--- src/rtl/bus_resp.sv ---
// Bus response/error generator: routes the master strobe to the decoded slave,
// returns ack/data, and terminates undecoded or hung accesses with a bus error.
module bus_resp #(
  parameter int NSLAVE  = 10,
  parameter int TIMEOUT = 255
) (
  input  logic                 clk_i,
  input  logic                 rst_i,
  input  logic                 cyc_i,
  input  logic                 stb_i,
  input  logic [31:0]          adr_i,
  input  logic [3:0]           chipselect,
  input  logic                 fault,
  input  logic [NSLAVE-1:0]    s_ack_i,
  input  logic [32*NSLAVE-1:0] s_dat_i,
  output logic [NSLAVE-1:0]    s_stb_o,
  output logic                 ack_o,
  output logic                 err_o,
  output logic [31:0]          dat_o,
  output logic                 fault_flag_o,
  output logic                 fault_cause_o,
  output logic [31:0]          fault_adr_o,
  input  logic                 fault_clr_i
);

  localparam int              CNT_W    = (TIMEOUT > 1) ? $clog2(TIMEOUT) : 1;
  localparam logic [CNT_W-1:0] CNT_LAST = CNT_W'(TIMEOUT - 1);
  localparam logic [4:0]      NS       = 5'(NSLAVE);

  typedef enum logic [1:0] {IDLE, WAIT, DONE, ERR} state_t;

  state_t            state_q, state_d;
  logic [3:0]        sel_q, sel_d;
  logic [CNT_W-1:0]  cnt_q, cnt_d;
  logic [31:0]       adr_q, adr_d;
  logic              ack_q, ack_d;
  logic              err_q, err_d;
  logic [31:0]       dat_q, dat_d;
  logic              flag_q, flag_d;
  logic              cause_q, cause_d;
  logic [31:0]       fadr_q, fadr_d;

  logic              ack_sel;
  logic [31:0]       dat_sel;
  logic [NSLAVE-1:0] stb;
  logic              bad_req;
  logic              new_err;

  always_comb begin
    ack_sel = 1'b0;
    dat_sel = '0;
    stb     = '0;
    for (int k = 0; k < NSLAVE; k++) begin
      if (sel_q == 4'(k)) begin
        ack_sel = s_ack_i[k];
        dat_sel = s_dat_i[32*k +: 32];
        stb[k]  = (state_q == WAIT);
      end
    end

    bad_req = fault || (chipselect == 4'd0) || ({1'b0, chipselect} >= NS);

    state_d = state_q;
    sel_d   = sel_q;
    cnt_d   = cnt_q;
    adr_d   = adr_q;
    ack_d   = 1'b0;
    err_d   = 1'b0;
    dat_d   = dat_q;
    cause_d = cause_q;
    fadr_d  = fadr_q;
    new_err = 1'b0;

    case (state_q)
      IDLE: begin
        if (cyc_i && stb_i) begin
          if (bad_req) begin
            state_d = ERR;
            err_d   = 1'b1;
            fadr_d  = adr_i;
            cause_d = 1'b0;
            new_err = 1'b1;
          end else begin
            state_d = WAIT;
            sel_d   = chipselect;
            cnt_d   = '0;
            adr_d   = adr_i;
          end
        end
      end
      WAIT: begin
        // A master abort takes precedence; ack beats the timeout limit.
        if (!cyc_i) begin
          state_d = IDLE;
        end else if (ack_sel) begin
          state_d = DONE;
          ack_d   = 1'b1;
          dat_d   = dat_sel;
        end else if (cnt_q == CNT_LAST) begin
          state_d = ERR;
          err_d   = 1'b1;
          fadr_d  = adr_q;
          cause_d = 1'b1;
          new_err = 1'b1;
        end else begin
          cnt_d = cnt_q + CNT_W'(1);
        end
      end
      DONE:    state_d = IDLE;
      ERR:     state_d = IDLE;
      default: state_d = IDLE;
    endcase

    flag_d = new_err ? 1'b1 : (fault_clr_i ? 1'b0 : flag_q);
  end

  always_ff @(posedge clk_i) begin
    if (rst_i) begin
      state_q <= IDLE;
      sel_q   <= '0;
      cnt_q   <= '0;
      adr_q   <= '0;
      ack_q   <= 1'b0;
      err_q   <= 1'b0;
      dat_q   <= '0;
      flag_q  <= 1'b0;
      cause_q <= 1'b0;
      fadr_q  <= '0;
    end else begin
      state_q <= state_d;
      sel_q   <= sel_d;
      cnt_q   <= cnt_d;
      adr_q   <= adr_d;
      ack_q   <= ack_d;
      err_q   <= err_d;
      dat_q   <= dat_d;
      flag_q  <= flag_d;
      cause_q <= cause_d;
      fadr_q  <= fadr_d;
    end
  end

  assign s_stb_o       = stb;
  assign ack_o         = ack_q;
  assign err_o         = err_q;
  assign dat_o         = dat_q;
  assign fault_flag_o  = flag_q;
  assign fault_cause_o = cause_q;
  assign fault_adr_o   = fadr_q;

endmodule

--- config.mk ---
export PLATFORM = sky130hd
export DESIGN_NAME = bus_resp
export DESIGN_NICKNAME = d
export VERILOG_FILES = /design/src/rtl/bus_resp.sv
export SDC_FILE = /design/constraint.sdc
export NUM_CORES = 1
export LEC_CHECK = 0
export ABC_AREA = 1
export CORE_AREA = 2 2 177 179
export CTS_CLUSTER_SIZE = 8
export DETAILED_ROUTE_END_ITERATION = 6
export DIE_AREA = 0 0 179 181
export PLACE_DENSITY_LB_ADDON = 0.12
export SETUP_SLACK_MARGIN = 0.4
export SLEW_MARGIN = 20
export SYNTH_ARGS = -nofsm -noshare
export SYNTH_HDL_FRONTEND = slang
export SYNTH_SLANG_ARGS = --single-unit
--- constraint.sdc ---
create_clock -name clk_i -period 2.06 [get_ports clk_i]
set_input_delay 0.515 -clock clk_i [delete_from_list [all_inputs] [get_ports clk_i]]
set_output_delay 0.515 -clock clk_i [all_outputs]
set_load 0.01 [all_outputs]
==> impl_metrics.csv <==
group,metric,value,unit
timing,rsz0062_at_grt,"yes",
drt,ant_nets,0,
synthesis,synth_common_cells,"343 x nand2_1, 130 x nor2_1, 127 x nand3_1",
worst_setup_path,rr_worst_depth,16,
drt,first_pass_iters,5,
finish,area_delta_synth_final,121.6,%
power,p_seq_frac,0.257,
worst_hold_path,whs_path_depth,2,
power,ir_worst_vdd,0.0005396,V
finish,instances_no_fill,2150,
worst_setup_path,reg2reg_slack,-0.02,ns
synthesis,ys_seq_area_frac,0.3218,
grt,grt_overflow,0,
power,switching_share,0.3283,
finish,nets,2112,
synthesis,synth_cell_types,30,
synthesis,ys_warn_count,0,
power,switching_power,0.003196,W
die,io_pins,450,
cts,cts_tree,"built",
synthesis,synthCells,1191,
cts,cts-root-buf,"clkbuf_16",
drt,route.met3.wl,3157,microns
cts,ctsHoldBuffers,0,
drt,vias_per_cell,4.716,
timing,tns,-0.01888,ns
synthesis,synth_area_leaders,"dfxtp_1 32%, nand2_1 18%, nand3_1 9.0%",
power,power.density,619.7,nW/um^2
timing,finClkSkew,0.009347,ns
synthesis,syn-num-nets,1565,
power,p_clk_frac,0.327,
drt,vias,10140,
synthesis,synth-edff-count,0,
timing,slew_headroom,0.6983,
power,total_power,0.009737,W
synthesis,synth_top_cell_area_share,0.3218,
synthesis,avgSynthCellArea,5.954,sq um
synthesis,ys_ff_latch,114,
synthesis,synthFlopType,"dfxtp_1",
cts,cts_max_path_buffers,2,
drt,dr_wl_met2,20430,microns
placed_design,numPortBuffers,449,
die,initial_core_util,0.2337,
synthesis,synth_top_area_cell,"dfxtp_1",
worst_setup_path,cp-start-kind,"flop",
power,p_leak,7.349,nW
cts,clk_latency,0.42,ns
finish,multi_input_area,5187,sq um
finish,register_area,2301,sq um
power,pwr-share-comb,0.416,
drt,drc,0,
worst_setup_path,crit_required,2.41,ns
drt,drt-met1-wl,16610,microns
drt,routed_wl,41660,microns
finish,drive_gt1_frac,0.2593,
timing,finalSetupViolCount,2,
die,rows,64,
cts,cts.clk_slew.worst_paths,0.06,ns
timing,whs,0.4437,ns
drt,dr.max_layer_used,"met5",
die,die_w,179,microns
grt,grt_max_degree,73,
worst_setup_path,cp.arrival,2.43,ns
die,die_h,181,microns
grt,grt_first_pass_wirelength,57750,microns
placed_design,gp_congestion,0.9302,
die,core,30350,sq um
drt,routedWlPerCell,19.38,microns
timing,worst_pin_slew,0.4511,ns
power,intPower,0.006541,W
run,drv_cap,0,
cts,cts_made_buffers,17,
drt,drt_iter0_drc,425,
grt,grt_pass1_vias,9741,
timing,fin_ws,-0.01796,ns
finish,fillers,2949,
timing,fin_crit_sh,1.009,
run_status,violations,"negative setup slack",
timing,fmax,0.4812,GHz
die,dieArea,32400,sq um
run_status,status,"complete, but fails checks",
cts,htree_levels,4,
placed_design,dp.cells,2045,
timing,slew_viol_final,0,
worst_hold_path,hp-class,"reg -> reg",
finish,fin_util,0.5178,
worst_setup_path,worstSetupPathType,"reg -> reg",
synthesis,synth_most_common_cell,"nand2_1",
timing,layout_min_cycle_time,2.078,ns
worst_setup_path,cp_max_fo,16,
synthesis,syn_area,7092,sq um
grt,antenna_found_initial,5,
synthesis,async_flop_share,0,
cts,clock_sinks,114,
timing,hold_violations,0,
grt,grt_usage,0.2404,
placed_design,dp_hpwl,30350,microns
worst_setup_path,endpoint_kind,"flop",
logic make-up after synthesis:
group / Yosys count / synth area share
simple gates: 667 / 0.4031
compound gates: 228 / 0.1632
buf+inv: 175 / 0.1022
flops: 114 / 0.3218
xor+xnor: 5 / 0.006176
fa+ha+maj: 2 / 0.003528
placed cells by master, fill, tap and decap left out, types with 50 or more instances in the layout:
cell type          n
a21oi_2           61
buf_4             77
clkdlybuf4s50_1  372
dfxtp_1          107
dlymetal6s2s_1    66
inv_1             78
nand2_1          298
nand3_1          100
nor2_1            87
o21ai_0           50
routing by layer:
metal,up-vias,global-route usage
met1,4666,0.2749
met3,78,0.07702
li1,5022,-
met4,4,0.08683
met5,-,0
met2,369,0.4151
power groups by stage:
stage | sequential (W) | clock, W | combinational (W)
after floorplan | 0.00257 | 0 | 0.00132
after global placement | 0.00253 | 0 | 0.00310
after detailed placement | 0.00254 | 0 | 0.00310
after CTS | 0.00250 | 0.00327 | 0.00368
after global routing | 0.00252 | 0.00337 | 0.00437
final | 0.00250 | 0.00319 | 0.00405
what timing repair did:
item | 4_1_cts | 5_1_grt
setup endpoints to repair | 192 | 192
setup buffers | 32 | 10
resized for setup | 236 | 256
pin swaps | 38 | 65
cloned | 14 | 14
sequential cells by signal, summed over array words and instances, names as in the netlist:
name	flops
ack_o	1
adr_q	32
cnt_q	8
dat_o	32
err_o	1
fault_adr_o	32
fault_cause_o	1
fault_flag_o	1
sel_q	4
state_q	2
worst paths after layout:
path	from	endpoint
hold / removal	adr_q[27]	adr_q[27]
hold reg to reg	adr_q[27]	adr_q[27]
setup / recovery	sel_q[3]	fault_adr_o[14]
setup reg to reg	sel_q[3]	fault_adr_o[14]
worst max-delay path, stage by stage (launching register included):
cell     delay (ns)
dfxtp_4        0.36
inv_2          0.11
nand2_4        0.09
nor2_4         0.16
inv_2          0.07
o21ai_1        0.14
inv_1          0.06
nand2_1        0.08
nand3_2        0.09
buf_6          0.14
nand2_4        0.06
nand3_4        0.10
buf_4          0.16
buf_12         0.14
nand2_1        0.09
nand2_1        0.06
nor2_1         0.10
metrics by stage:
step	instance area, sq um	setup slack, ns
4_1_cts	14490	0.006692
6_report	15710	-0.01796
3_5_place_dp	12680	-0.5115
2_1_floorplan	7211	0.3720
5_1_grt	15710	-0.1994
3_3_place_gp	12680	-0.5310
layout make-up:
class | instances | share of cell area
multi-input cells | 904 | 0.3301
diodes | 3 | 0.0004777
clock buffers | 18 | 0.02731
well taps | 396 | 0.03153
repair buffers | 607 | 0.4270
clock inverters | 14 | 0.01282
flip-flops and latches | 114 | 0.1464
inverters | 94 | 0.02429
(Power assumes the default switching activity.)
